$ cat config.mk
export PLATFORM = sky130hd
export DESIGN_NAME = dpram_port_arbiter
export DESIGN_NICKNAME = d
export VERILOG_FILES = /design/src/rtl/dpram_port_arbiter.sv
export SDC_FILE = /design/constraint.sdc
export NUM_CORES = 1
export LEC_CHECK = 0
export BUFFER_PORTS_ARGS = -buffer_cell sky130_fd_sc_hd__buf_2
export CAP_MARGIN = 20
export CORE_MARGIN = 2
export CORE_UTILIZATION = 47
export CTS_CLUSTER_SIZE = 40
export DETAILED_ROUTE_END_ITERATION = 16
export GPL_TIMING_DRIVEN = 0
export PLACE_DENSITY = 0.82
export SLEW_MARGIN = 40
export SYNTH_ARGS = -nofsm -noshare
export SYNTH_HDL_FRONTEND = slang
export SYNTH_SLANG_ARGS = --single-unit
$ cat constraint.sdc
create_clock -name clk -period 5.3 [get_ports clk]
set_clock_uncertainty 0.1 [all_clocks]
set_input_delay 1.06 -clock clk [delete_from_list [all_inputs] [get_ports clk]]
set_output_delay 1.06 -clock clk [all_outputs]
set_load 0.02 [all_outputs]
$ cat src/rtl/dpram_port_arbiter.sv
// dpram_port_arbiter
//
// Round-robin arbiter sharing one dual-port RAM between NUM_REQ requesters.
// Each cycle up to two pending requests are granted, one per RAM port, and
// the RAM address/data/write-enable lines are driven in the same cycle.
// Read data returns to the owning requester one cycle after the grant.
//
// Optional feature macro: DPRAM_ARB_COLLISION_CHECK_EN
//   When defined, the second candidate (port 2) is withheld if it targets
//   the same address as the port-1 winner and either of them is a write.
//
// Ports:
//   clk        in   sole clock, rising edge
//   reset      in   synchronous, active-high reset
//   req_valid  in   [NUM_REQ]             request pending per requester
//   req_we     in   [NUM_REQ]             1 = write, 0 = read
//   req_addr   in   [NUM_REQ*ADDR_WIDTH]  packed per requester
//   req_wdata  in   [NUM_REQ*DATA_WIDTH]  packed per requester
//   req_ready  out  [NUM_REQ]             combinational grant
//   rsp_valid  out  [NUM_REQ]             read data valid
//   rsp_data   out  [NUM_REQ*DATA_WIDTH]  read data, packed per requester
//   ram_we1/2, ram_addr1/2, ram_data1/2   out  RAM port drive
//   ram_out1/2 in   RAM read data (registered in RAM, 1-cycle latency)

module dpram_port_arbiter #(
  parameter int NUM_REQ    = 4,
  parameter int ADDR_WIDTH = 11,
  parameter int DATA_WIDTH = 1
) (
  input  logic                          clk,
  input  logic                          reset,
  input  logic [NUM_REQ-1:0]            req_valid,
  input  logic [NUM_REQ-1:0]            req_we,
  input  logic [NUM_REQ*ADDR_WIDTH-1:0] req_addr,
  input  logic [NUM_REQ*DATA_WIDTH-1:0] req_wdata,
  output logic [NUM_REQ-1:0]            req_ready,
  output logic [NUM_REQ-1:0]            rsp_valid,
  output logic [NUM_REQ*DATA_WIDTH-1:0] rsp_data,
  output logic                          ram_we1,
  output logic                          ram_we2,
  output logic [ADDR_WIDTH-1:0]         ram_addr1,
  output logic [ADDR_WIDTH-1:0]         ram_addr2,
  output logic [DATA_WIDTH-1:0]         ram_data1,
  output logic [DATA_WIDTH-1:0]         ram_data2,
  input  logic [DATA_WIDTH-1:0]         ram_out1,
  input  logic [DATA_WIDTH-1:0]         ram_out2
);

  localparam int PW = $clog2(NUM_REQ);

  logic [ADDR_WIDTH-1:0] addr_arr  [NUM_REQ];
  logic [DATA_WIDTH-1:0] wdata_arr [NUM_REQ];
  logic [DATA_WIDTH-1:0] rsp_arr   [NUM_REQ];

  for (genvar k = 0; k < NUM_REQ; k++) begin : g_unpack
    assign addr_arr[k]  = req_addr[k*ADDR_WIDTH +: ADDR_WIDTH];
    assign wdata_arr[k] = req_wdata[k*DATA_WIDTH +: DATA_WIDTH];
    assign rsp_data[k*DATA_WIDTH +: DATA_WIDTH] = rsp_arr[k];
  end

  logic [PW-1:0] ptr;
  logic [PW-1:0] ptr_next;
  logic          found_a;
  logic          found_b;
  logic [PW-1:0] idx_a;
  logic [PW-1:0] idx_b;
  logic          collide;
  logic          grant_a;
  logic          grant_b;

  logic          tag_v1;
  logic          tag_v2;
  logic [PW-1:0] tag_idx1;
  logic [PW-1:0] tag_idx2;

  function automatic logic [PW-1:0] wrap_inc(input logic [PW-1:0] v);
    if (int'(v) >= NUM_REQ - 1) return '0;
    else                        return v + 1'b1;
  endfunction

  // Scan ptr, ptr+1, ... mod NUM_REQ; first valid is A, second is B.
  // A requester appears once in the scan, so it can never win both ports.
  always_comb begin
    int            j;
    logic [PW-1:0] jj;
    found_a = 1'b0;
    found_b = 1'b0;
    idx_a   = '0;
    idx_b   = '0;
    j       = 0;
    jj      = '0;
    for (int i = 0; i < NUM_REQ; i++) begin
      j = int'(ptr) + i;
      if (j >= NUM_REQ) j = j - NUM_REQ;
      jj = PW'(j);
      if (req_valid[jj]) begin
        if (!found_a) begin
          found_a = 1'b1;
          idx_a   = jj;
        end else if (!found_b) begin
          found_b = 1'b1;
          idx_b   = jj;
        end
      end
    end
  end

`ifdef DPRAM_ARB_COLLISION_CHECK_EN
  // Two reads of one address are harmless; anything involving a write is not.
  assign collide = found_a && found_b &&
                   (addr_arr[idx_a] == addr_arr[idx_b]) &&
                   (req_we[idx_a] || req_we[idx_b]);
`else
  assign collide = 1'b0;
`endif

  // Reset suppresses all grants so nothing reaches the RAM while it is held.
  assign grant_a = found_a && !reset;
  assign grant_b = found_b && !collide && !reset;

  always_comb begin
    req_ready = '0;
    if (grant_a) req_ready[idx_a] = 1'b1;
    if (grant_b) req_ready[idx_b] = 1'b1;
  end

  always_comb begin
    ram_we1   = 1'b0;
    ram_addr1 = '0;
    ram_data1 = '0;
    ram_we2   = 1'b0;
    ram_addr2 = '0;
    ram_data2 = '0;
    if (grant_a) begin
      ram_we1   = req_we[idx_a];
      ram_addr1 = addr_arr[idx_a];
      ram_data1 = wdata_arr[idx_a];
    end
    if (grant_b) begin
      ram_we2   = req_we[idx_b];
      ram_addr2 = addr_arr[idx_b];
      ram_data2 = wdata_arr[idx_b];
    end
  end

  always_comb begin
    ptr_next = ptr;
    if (grant_b)      ptr_next = wrap_inc(idx_b);
    else if (grant_a) ptr_next = wrap_inc(idx_a);
  end

  always_ff @(posedge clk) begin
    if (reset) begin
      ptr      <= '0;
      tag_v1   <= 1'b0;
      tag_v2   <= 1'b0;
      tag_idx1 <= '0;
      tag_idx2 <= '0;
    end else begin
      ptr      <= ptr_next;
      tag_v1   <= grant_a && !req_we[idx_a];
      tag_v2   <= grant_b && !req_we[idx_b];
      tag_idx1 <= idx_a;
      tag_idx2 <= idx_b;
    end
  end

  // The tags are still set during the first reset cycle; gating with reset
  // drops the response of a read granted just before reset asserted.
  always_comb begin
    rsp_valid = '0;
    for (int k = 0; k < NUM_REQ; k++) rsp_arr[k] = '0;
    if (tag_v1 && !reset) begin
      rsp_valid[tag_idx1] = 1'b1;
      rsp_arr[tag_idx1]   = ram_out1;
    end
    if (tag_v2 && !reset) begin
      rsp_valid[tag_idx2] = 1'b1;
      rsp_arr[tag_idx2]   = ram_out2;
    end
  end

endmodule

# --- Word-level counts from Yosys, hierarchy flattened ---
# Index checks and enable logic that the tools add are counted.
word_totals:
  word_cells: 143
  in_bits: 60
  register_bits: 8
op_classes:
  magnitude_cmp: 24
  reduce_logical: 16
  n_mux: 82
  add_sub_neg: 9
  bitwise: 7
op_table:
  columns: ["op", "n"]
  rows:
  - ["$mux 11", 6]
  - ["$mux 2", 23]
  - ["$bmux 11 s2", 2]
  - ["$mux 1", 30]
  - ["$lt 2x3->1 const B", 8]
  - ["$mux 4", 6]
  - ["$ge 3x3->1 const B", 7]
  - ["$bmux 1 s2", 8]
  - ["$demux 1 s2", 6]
  - ["$logic_and 1x1->1", 12]
  - ["$not 2->3", 4]
  - ["$ge 2x1->1 const B", 4]
  - ["$or 4x4->4", 2]
  - ["$sub 2x1->2 const B", 4]
  - ["$add 2x2->3 const B", 2]
  - ["$lt 3x1->1 const B", 2]
  - ["$add 2x1->2 const B", 2]
  - ["$and 4x4->4", 1]
  - ["$bwmux 4", 1]
  - ["$ge 2x2->1 const B", 2]
  - ["$add 2x1->3 const B", 1]
  - ["$ge 2x3->1 const B", 1]
  - ["$logic_not 1->1", 3]
  - ["$reduce_bool 2->1", 1]

# --- Depth between registers and ports, before layout ---
logic_depth:
  word_depth: 19
  ltp_mapped: 14

# --- Least setup slack after synthesis ---
# No wires, ideal clock.
synth_path:
  kind: "input -> output"
  startpoint: "input req_valid[0]"
  endpoint: "output req_ready[1]"
  arrival_ns: 3.474
  path_buffers: 4
  stages: 13
  required_time_ns: 4.140
  slack_ns: 0.666
  path_cell_list: "buf_2 > buf_2 > mux4_2 > ha_1 > mux2i_1 > o311ai_1 > a32oi_2 > buf_6 > buf_12 > inv_2 > ha_1 > nand2_1 > o21ai_0"
synth_via:
  elab_cells_between_ends: 48
  cone_classes: "4 x order compare; 39 x mux; 1 x bitwise; 4 x reduce/logical"
synth_rtl:
  columns: ["element", "line_no", "text"]
  rows:
  - ["start: declaration", "32", "input logic [NUM_REQ-1:0] req_valid,"]
  - ["$bmux 1 s2", "96", "if (req_valid[jj]) begin"]
  - ["$mux 1 (not written as such)", "96", null]
  - ["$mux 2 or $mux 1 (tied branches)", "96", null]
  - ["$mux 2", "97", "if (!found_a) begin"]
  - ["$mux 2", "96", null]
  - ["$mux 2", "97", null]
  - ["$mux 2", "96", null]
  - ["$mux 2", "97", null]
  - ["$mux 2 *", "96", null]
  - ["via idx_a[0]", "65", "logic [PW-1:0] idx_a;"]
  - ["$lt 2x3->1 (not written as such) or $ge 2x1->1 (tied branches)", "123", "if (grant_a) req_ready[idx_a] = 1'b1;"]
  - ["$logic_and 1x1->1 (not written as such)", "123", null]
  - ["$mux 1 (not written as such)", "123", null]
  - ["$demux 1 s2 *", "123", null]
  - ["$mux 4 *", "123", null]
  - ["$or 4x4->4 (no line)", null, null]
  - ["$mux 4 *", "124", "if (grant_b) req_ready[idx_b] = 1'b1;"]
  - ["end: declaration", "36", "output logic [NUM_REQ-1:0] req_ready,"]
# The timed path passes the listed nets; every way through them passes the cells marked *. The select of a mux whose other input is x is not followed.

# --- Worst setup path in the final report ---
# Ends and elaborated chain as after synthesis.

==> metrics.md <==
| Metric | Value |
|---|---|
| Hold Crit Depth | 5 |
| Multi-input logic area | 0.00154 mm2 |
| Critical Path AT | roughly 4000 ps |
| Max clock buf depth | 2 |
| Slew @ Worst Pin | 691 ps |
| Final count of negative-setup-slack endpoints | 0 |
| Hold worst-path end | ptr[1] |
| Hold Crit Class | flop to flop |
| Remaining antenna violation count after routing | 0 |
| Worst-skew pair later-pin latency | approximately 220 ps |
| DR iter-0 viols | 256 |
| Clock root buffer | clkbuf_8 |
| Setup TNS | 0 ps |
| Worst Min Path Start | ptr[1] |
| Routability cong. | 0.983 |
| Hold-fix buffers at CTS | 0 |
| Share of the synthesized area in the top cell type | 0.272 |
| Syn_nets | 308 |
| Area leader, netlist | mux2i_1 |
| N_diodes | 0 |
| GRT Overall Usage | 0.257 |
| Crit. End Element | output port |
| Sequential Area | 160 um2 |
| Number of global-route vias before repair | 2174 |
| Worst reg2reg path endpoint | ptr[1] |
| Clk pin slew, worst setup/hold paths | 40 ps |
| Post-layout util | 0.629 |
| Crit path time final | 5100 ps |
| Pins Over Slew Limit | 0 |
| Yosys cell types | between 50 and 60 |
| Flop-to-flop setup slack | 1670 ps |
| Synth Area per Inst | 7.95 um2 |
| Critical path peak fanout | 11 |
| Die width | between 60 and 70 um |
| Routed WL per cell | roughly 15 um |
| Main synth FF type | dfxtp_1 |
| Tcrit/Tclk final | 0.962 |
| Drt drc | 0 |
| Max Fclk | 0.196 GHz |
| Critical path's largest stage delay | 500 ps |
| Grt total ovfl | 0 |
| # fillers | 351 |
| RSZ-0062 raised after global routing | no |
| Post-Synth Adder-Cell Area | 0.0509 |
| Reg2reg path depth | 13 |
| Power Density | about 540 mW/mm2 |
| Max H-tree Level | 1 |
| Async S/R FF share, synth | 0 |
| Status | finished clean |
| YS warnings | 0 |
| Seq cells post-synth | 8 |
| PostCTS Resize Cnt | 0 |
| Worst path cell trace | buf_2, buf_2, mux4_2, ha_1, mux2i_1, o311ai_1, a32oi_2, buf_6, buf_12, inv_2, ha_1, nand2_1, o21ai_0, buf_2 |
| Die area | 0.00460 mm2 |
| Largest net degree at the start of global routing | 12 |
| First-pass GRT wire length | about 9.3 mm |
| Largest family of logic cells by synthesized area | multiplexers |
| Vias/cell | 5.92 |
| CP startpoint kind | primary input |
| Synth Area in Compound Gates | 0.234 |
| Multiplexer area fraction after synthesis | 0.338 |
| Nets | approximately 410 |
| Most common cell on crit path | buf_2 |
| Row count | 23 |
| Clock Sink Count | 8 |
| Die Span Y | 67.8 um |
| Final hold violation count | 0 |
| Worst EP required | 4140 ps |
| Total setup buffers inserted after CTS | 0 |
| Leak Pwr | 1.35 nW |
| Ratio of cells with drive above 1 in the final layout | 0.374 |
| Initial antenna violation count | 0 |
| Simple-Gate Fraction of Synth Area | 0.177 |
| Drt pass-1 iters | 4 |
| Post-DP HPWL | between 4 and 5 mm |
| Setup ws final | 202 ps |
| Reg2reg start | ptr[0] |
| Critical path class | primary input to output port |
| Total CTS buffers | 3 |
| Routed vias | 2309 |
| I/O pin count | 98 |
| Synth top area cells | mux2i_1, dfxtp_1, o22ai_1 |
| EDFF count, synth | 0 |
| Core area | between 0.003 and 0.004 mm2 |
| Initial Util | 0.482 |
| CTS tree | yes |
| WL final | 5.96 mm |
| Synthesis-to-finish area growth | 30.5% |
| Pre-CTS setup slack | 269 ps |
| Worst ir drop on vdd | 0.359 mV |
| Synthesized cell area | 0.00192 mm2 |
| Max_slew headroom | 0.540 |
| Sequential-to-total area share from yosys stat | 0.0836 |
| CP max-delay cell | mux4_2 |
| Synth Area in XOR/XNOR | 0.00457 |
| Post-Synthesis Cells | roughly 240 |
| IO buf count | 96 |
| Maxcap violations | 0 |
## layer usage
layer	global-route usage	vias up	wire length, um
met4	0.125	0	125
met5	0	-	0
li1	-	1119	-
met2	0.446	119	2970
met1	0.308	1055	2430
met3	0.0378	16	429
## flip-flops by register name (all words and copies together), names as in the netlist
| register | cells |
|---|---|
| tag_v1 | 1 |
| ptr | 2 |
| tag_v2 | 1 |
| tag_idx1 | 2 |
| tag_idx2 | 2 |
## per-stage QoR
stage	instance area (um2)	hold WS (ps)	power, mW	std cells
after detailed placement	2460	892	1.26	387
final	2500	906	1.35	390
after floorplan	1920	795	0.997	241
after global placement	2460	888	1.25	387
after CTS	2500	897	1.34	390
after global routing	2500	956	1.44	390
## kinds of logic after synthesis
| family | after synthesis |
|---|---|
| simple gates | 61 |
| fa+ha+maj | 8 |
| xor+xnor | 1 |
| mux | 60 |
| compound gates | 67 |
| buf+inv | 36 |
| flops | 8 |
## layout make-up
class | instances | area share
Multi-Input combinational cell | 197 | 0.617
Sequential cell | 8 | 0.0641
Buffer | 25 | 0.0691
Timing Repair Buffer | 96 | 0.192
Inverter | 11 | 0.0165
Tap cell | 50 | 0.0250
Clock buffer | 3 | 0.0165
## power by group
part	switching [mW]	leakage (nW)	internal [mW]
Combinational	0.658	1.26	0.520
Clock	0.0221	0.0216	0.0490
Sequential	0.0149	0.0662	0.0827
Total	0.695	1.35	0.651
## worst max path at each step
stage            startpoint            to
4_1_cts        req_valid[0]  req_ready[1]
3_5_place_dp   req_valid[0]  req_ready[1]
5_1_grt        req_valid[0]  req_ready[1]
3_3_place_gp   req_valid[0]  req_ready[1]
2_1_floorplan  req_valid[0]  req_ready[1]
6_report       req_valid[0]  req_ready[1]
## worst max-delay path, delay by kind of cell
kind	cells	cell delay, ps
AOI/OAI and AO/OA	3	610
adders and majority gates	2	470
buffers and inverters	6	980
muxes	2	740
and+or+nand+nor	1	60
## cell usage after synthesis (2+ instances only)
cell,instances
dfxtp_1,8
nand3_1,4
nor3_1,2
a41oi_1,2
o21bai_1,2
and2_1,4
mux2i_1,52
a21oi_1,7
buf_2,10
nand2b_1,2
buf_6,4
o21ai_0,7
mux4_2,2
nor2b_1,3
nor3b_1,6
inv_1,10
o2111ai_1,2
buf_12,2
mux2_2,5
and3b_1,3
clkbuf_1,8
a31oi_1,4
o21ai_1,5
o22ai_1,25
ha_1,7
nor2_1,11
nand2_1,16
## cell usage in the layout (no fill, tap or decap), types with 3 or more instances in the layout
cell	n
a21oi_1	7
nor3b_1	6
and2_1	4
mux2_2	5
and3b_1	3
dfxtp_1	8
o21ai_0	7
o22ai_1	25
a31oi_1	4
buf_6	4
nor2b_1	3
buf_2	106
o21ai_1	5
clkbuf_1	8
nor2_1	11
ha_1	7
nand3_1	4
inv_1	10
clkbuf_8	3
mux2i_1	52
nand2_1	16
(Power assumes the default switching activity.)
